$ cat config.mk
export PLATFORM = sky130hd
export DESIGN_NAME = arpas_lr_tally
export DESIGN_NICKNAME = d
export VERILOG_FILES = /design/src/rtl/arpas_lr_tally.sv
export SDC_FILE = /design/constraint.sdc
export NUM_CORES = 1
export LEC_CHECK = 0
export ABC_AREA = 1
export CAP_MARGIN = 20
export CORE_MARGIN = 5
export CORE_UTILIZATION = 29
export DETAILED_ROUTE_END_ITERATION = 12
export GPL_ROUTABILITY_DRIVEN = 0
export GPL_TIMING_DRIVEN = 0
export PLACE_DENSITY_LB_ADDON = 0.1
export SLEW_MARGIN = 20
export SYNTH_ARGS = -nofsm -noshare
export SYNTH_HDL_FRONTEND = slang
export SYNTH_SLANG_ARGS = --single-unit
$ cat constraint.sdc
create_clock -name c -period 5.3 [get_ports c]
set_input_delay 1.06 -clock c [delete_from_list [all_inputs] [get_ports c]]
set_output_delay 1.06 -clock c [all_outputs]
set_load 0.05 [all_outputs]
$ cat src/rtl/arpas_lr_tally.sv
// arpas_lr_tally: tallies router left/right pulse events, tracks a saturating balance and requests inc/rev.
// Define ARPAS_TALLY_SYNC_EN to pass both inputs through 2-flop synchronizers (+2 cycles latency).
module arpas_lr_tally #(
   parameter int CW     = 8,
   parameter int THRESH = 4
) (
   input  logic          c,
   input  logic          rn,
   input  logic          left,
   input  logic          right,
   input  logic          clr,
   output logic [CW-1:0] left_cnt,
   output logic [CW-1:0] right_cnt,
   output logic [CW:0]   bal,
   output logic [1:0]    state,
   output logic          req_inc,
   output logic          req_rev,
   output logic          sat
);
   typedef enum logic [1:0] {BAL, LEAN_L, LEAN_R, FAULT} st_t;
   localparam logic signed [CW:0] BMAX = (CW+1)'((1 << CW) - 1);
   localparam logic signed [CW:0] TP   = (CW+1)'(THRESH);
   localparam logic signed [CW:0] T2   = (CW+1)'(2 * THRESH);
   localparam logic signed [CW:0] Z    = '0;
   logic l_in, r_in, l_q, r_q, ev_l, ev_r, l_full, r_full, up, dn, up_clip, dn_clip;
   logic signed [CW:0] b;
   st_t st;
`ifdef ARPAS_TALLY_SYNC_EN
   logic [1:0] l_s, r_s;
   always_ff @(posedge c or negedge rn)
      if (!rn) begin
         l_s <= '0;
         r_s <= '0;
      end else begin
         l_s <= {l_s[0], left};
         r_s <= {r_s[0], right};
      end
   assign l_in = l_s[1];
   assign r_in = r_s[1];
`else
   assign l_in = left;
   assign r_in = right;
`endif
   // edge flops are deliberately untouched by clr so a held input cannot re-fire
   always_ff @(posedge c or negedge rn)
      if (!rn) begin
         l_q <= 1'b0;
         r_q <= 1'b0;
      end else begin
         l_q <= l_in;
         r_q <= r_in;
      end
   assign ev_l    = l_in & ~l_q;
   assign ev_r    = r_in & ~r_q;
   assign l_full  = left_cnt == '1;
   assign r_full  = right_cnt == '1;
   assign up      = ev_l & ~ev_r;
   assign dn      = ev_r & ~ev_l;
   assign up_clip = up & (b == BMAX);
   assign dn_clip = dn & (b == -BMAX);
   always_ff @(posedge c or negedge rn)
      if (!rn) begin
         left_cnt  <= '0;
         right_cnt <= '0;
         b         <= '0;
         sat       <= 1'b0;
      end else if (clr) begin
         left_cnt  <= '0;
         right_cnt <= '0;
         b         <= '0;
         sat       <= 1'b0;
      end else begin
         if (ev_l && !l_full) left_cnt <= left_cnt + CW'(1);
         if (ev_r && !r_full) right_cnt <= right_cnt + CW'(1);
         if (up && !up_clip) b <= b + (CW+1)'(1);
         else if (dn && !dn_clip) b <= b - (CW+1)'(1);
         if ((ev_l && l_full) || (ev_r && r_full) || up_clip || dn_clip) sat <= 1'b1;
      end
   // monitor works on the registered balance, so it trails the counters by one edge
   always_ff @(posedge c or negedge rn)
      if (!rn) begin
         st      <= BAL;
         req_inc <= 1'b0;
         req_rev <= 1'b0;
      end else if (clr) begin
         st      <= BAL;
         req_inc <= 1'b0;
         req_rev <= 1'b0;
      end else begin
         req_inc <= 1'b0;
         req_rev <= 1'b0;
         case (st)
            BAL:
               if (b >= TP) begin
                  st      <= LEAN_L;
                  req_inc <= 1'b1;
               end else if (b <= -TP) begin
                  st      <= LEAN_R;
                  req_inc <= 1'b1;
               end
            LEAN_L:
               if (b <= Z) st <= BAL;
               else if (b >= T2) begin
                  st      <= FAULT;
                  req_rev <= 1'b1;
               end
            LEAN_R:
               if (b >= Z) st <= BAL;
               else if (b <= -T2) begin
                  st      <= FAULT;
                  req_rev <= 1'b1;
               end
            FAULT: st <= FAULT;
         endcase
      end
   assign bal   = b;
   assign state = st;
endmodule

==> results.json, run 1 <==
{
  "worst-path-max-fanout": 12,
  "hold_start": "left_cnt[1]$_DFFE_PN0P_",
  "hp-class": "reg -> reg",
  "cts_tree": "yes",
  "syn_avg_cell_area_um2": 7.24,
  "post-route-min-period_ps": 2990,
  "cp-startpoint": "left",
  "io_pins": 35,
  "worstPathArrival_ps": 3170,
  "crit_top_cell": "nand2_1",
  "status": "completed",
  "grt_pass1_wl_um": 9950,
  "fin_nets": 384,
  "post_cts.repair.setup_buffers": 0,
  "hold_violations": 0,
  "intPower_mw": 0.523,
  "firstDrtPassIters": 4,
  "cts-htree-levels": 2,
  "yosys_most_used_dff": "dfrtp_1",
  "worst_setup_path_start_kind": "primary input",
  "grt_remaining_overflow": 0,
  "syn_inst": 321,
  "drt-wirelength-per-cell_um": 12.5,
  "chipHeight_um": 99.5,
  "synth_common_cells": "nand2_1, inv_1, dfrtp_1",
  "clockRootBuffer": "clkbuf_8",
  "drt_wl_total_um": 5810,
  "fp.dieW_um": 99.5,
  "powerDensity_nw_per_um2": 317,
  "maxCapViolations": 0,
  "cp_slowest_cell": "clkdlybuf4s50_1",
  "antenna_found_initial": 0,
  "rsz0062_at_grt": "false",
  "clkLatencyLatePin_ps": 280,
  "n_antenna_cell": 0,
  "cts_buffer_depth": 2,
  "crit_type": "in -> reg",
  "max_stage_delay_ps": 480,
  "layout-drive-gt1-share_pct": 10.2,
  "synth_nets": 342,
  "start_util_pct": 29.9,
  "relSlewSlack_pct": 62.8,
  "synth_area_leaders": "dfrtp_1, nand2_1, ha_1, inv_1, nand3_1",
  "vdd_drop_max_mv": 0.241,
  "cts_buffers": 5,
  "netSwitchingPower_mw": 0.398,
  "rows": 32,
  "setup_tns_ps": 0,
  "postRouteAntennaNets": 0,
  "cts_resized": 0,
  "power_leakage_nw": 1.39,
  "syn2layout_area_growth_pct": 24.9,
  "p_comb_share_pct": 44.3,
  "max_freq_ghz": 0.334,
  "setup_slack_ps": 2310,
  "reg2reg_from": "bal[0]$_DFFE_PN0P_",
  "synth_top_area_cell": "dfrtp_1",
  "clk_pin_slew_ps": 70,
  "holdWs_ps": 545,
  "clock_power_share_pct": 22.7,
  "drt_first_iter_violations": 58,
  "worst_pin_slew_ps": 558,
  "drc_errors": 0,
  "finalSetupViolations": 0,
  "core_um2": 7770,
  "synth_most_common_cell": "nand2_1",
  "power_frac_seq_pct": 33.0,
  "cts_sinks": 32,
  "grt_start_max_net_pins": 23,
  "path_cells": "clkdlybuf4s50_1, inv_1, nor2_4, inv_4, nor2_8, nand2_4, ha_1, nand2_1, or2_2, nand3_1, nand2_1, nand3_1, nand2_1",
  "synth_seq_area_share_pct": 34.4,
  "yosysWarnings": 0,
  "finClkSkew_ps": 3.26,
  "ys_ff_latch": 32,
  "port_buffers": 34,
  "synth.distinct_cells": 33,
  "cp-end-kind": "flop",
  "p_sw_share_pct": 43.2,
  "synth_top_area_share_pct": 34.4,
  "vias_per_cell": 4.56,
  "dp_slack_ps": 1990,
  "critPathRequiredTime_ps": 5480,
  "async_flop_share_pct": 100,
  "maxSlewViolCount": 0,
  "grtUsageTotal_pct": 12.4,
  "synth-edff-count": 0,
  "grt_pass1_vias": 2007,
  "via_count": 2119,
  "fin_crit_sh_pct": 56.5,
  "syn-cell-area_um2": 2320,
  "dp_hpwl_um": 4410,
  "cts_hold_buf": 0,
  "die_area_um2": 9910
}
==> worst paths after layout <==
path / to / slack (ps) / depth (start not counted)
max: bal[6]$_DFFE_PN0P_ / 2310 / 13
min: left_cnt[1]$_DFFE_PN0P_ / 540 / 2
max reg2reg: bal[8]$_DFFE_PN0P_ / 3040 / 14
min reg2reg: left_cnt[1]$_DFFE_PN0P_ / 540 / 2
max in group asynchronous: bal[0]$_DFFE_PN0P_ / 4230 / 2
min in group asynchronous: right_cnt[6]$_DFFE_PN0P_ / 660 / 1
==> final cells by class <==
class | instances | area (um^2)
fillers | 840 | 4860
multi-input cells | 238 | 1320
flip-flops and latches | 32 | 801
repair buffers | 35 | 355
inverters | 48 | 185
well taps | 102 | 128
clock buffers | 7 | 96.3
plain buffers | 3 | 15.0
==> layout by cell type, fill, tap and decap left out, drive strengths merged <==
cell	instances
xor2	4
clkbuf	9
xnor2	4
o21ai	18
nor3	2
nand4	11
nand3b	1
o21bai	1
dfrtp	32
nand3	29
or2	1
nor3b	1
clkdlybuf4s50	33
fa	1
ha	15
a21oi	11
nand2	100
buf	3
nor2	34
o31ai	3
inv	48
o21a	2
==> state kept, by name (all words and copies together), names as in the netlist <==
name and cells:
right_cnt 8, l_q 1, req_rev 1, bal 9, sat 1, state 2
req_inc 1, left_cnt 8, r_q 1
==> stage by stage <==
stage,cell area [um^2],instances,utilization (%),power [mW]
after floorplan,2320,321,-,0.600
after global placement,2790,457,36.0,0.716
after detailed placement,2810,458,36.1,0.718
after CTS,2900,465,37.4,0.933
after global routing,2900,465,37.4,0.998
final,2900,465,37.4,0.921
==> power by group through the flow <==
stage | clock network, mW | logic, mW | registers (mW)
2_1_floorplan | 0 | 0.221 | 0.379
3_3_place_gp | 0 | 0.408 | 0.308
3_5_place_dp | 0 | 0.410 | 0.308
4_1_cts | 0.216 | 0.413 | 0.304
5_1_grt | 0.227 | 0.463 | 0.308
6_report | 0.210 | 0.408 | 0.304
==> routing by layer <==
layer  part of all wire, %  track usage [%]  vias up
met2                    43             18.5       28
met5                     0                0        -
met3                   3.3             2.88        5
li1                      -                -     1116
met1                    52             18.3      970
met4                  0.78             2.52        0
==> worst max-delay path: cells and delay by family <==
kind                     cells  cell delay (ps)
AND/OR/NAND/NOR              9             1100
buffers and inverters        3              630
adder cells (fa/ha/maj)      1              390
==> kinds of logic after synthesis <==
family | after synthesis | share of synthesized area (%)
and+or+nand+nor | 179 | 35.7
AOI/OAI and AO/OA | 35 | 9.31
xor gates and xnor gates | 8 | 3.01
adders and majority gates | 16 | 8.93
buffers and inverters | 51 | 8.61
DFF | 32 | 34.4
Power figures use the tool's default switching activity.
==> run 2: changes to the inputs <==
==> constraint.sdc (replaced) <==
create_clock -name c -period 2.83 [get_ports c]
set_input_delay 0.566 -clock c [delete_from_list [all_inputs] [get_ports c]]
set_output_delay 0.566 -clock c [all_outputs]
set_load 0.05 [all_outputs]
==> results of run 2 <==
Same layout as run 1 (identical final DEF). Status: completed.
Main changes from that run: setup slack after placement 1990 ps -> 11.3 ps; setup slack after layout 2310 ps -> 331 ps; hold slack 545 ps -> 162 ps; register-to-register setup slack 3040 ps -> 570 ps; total power 0.921 mW -> 1.73 mW; worst IR drop on VDD 0.241 mV -> 0.452 mV
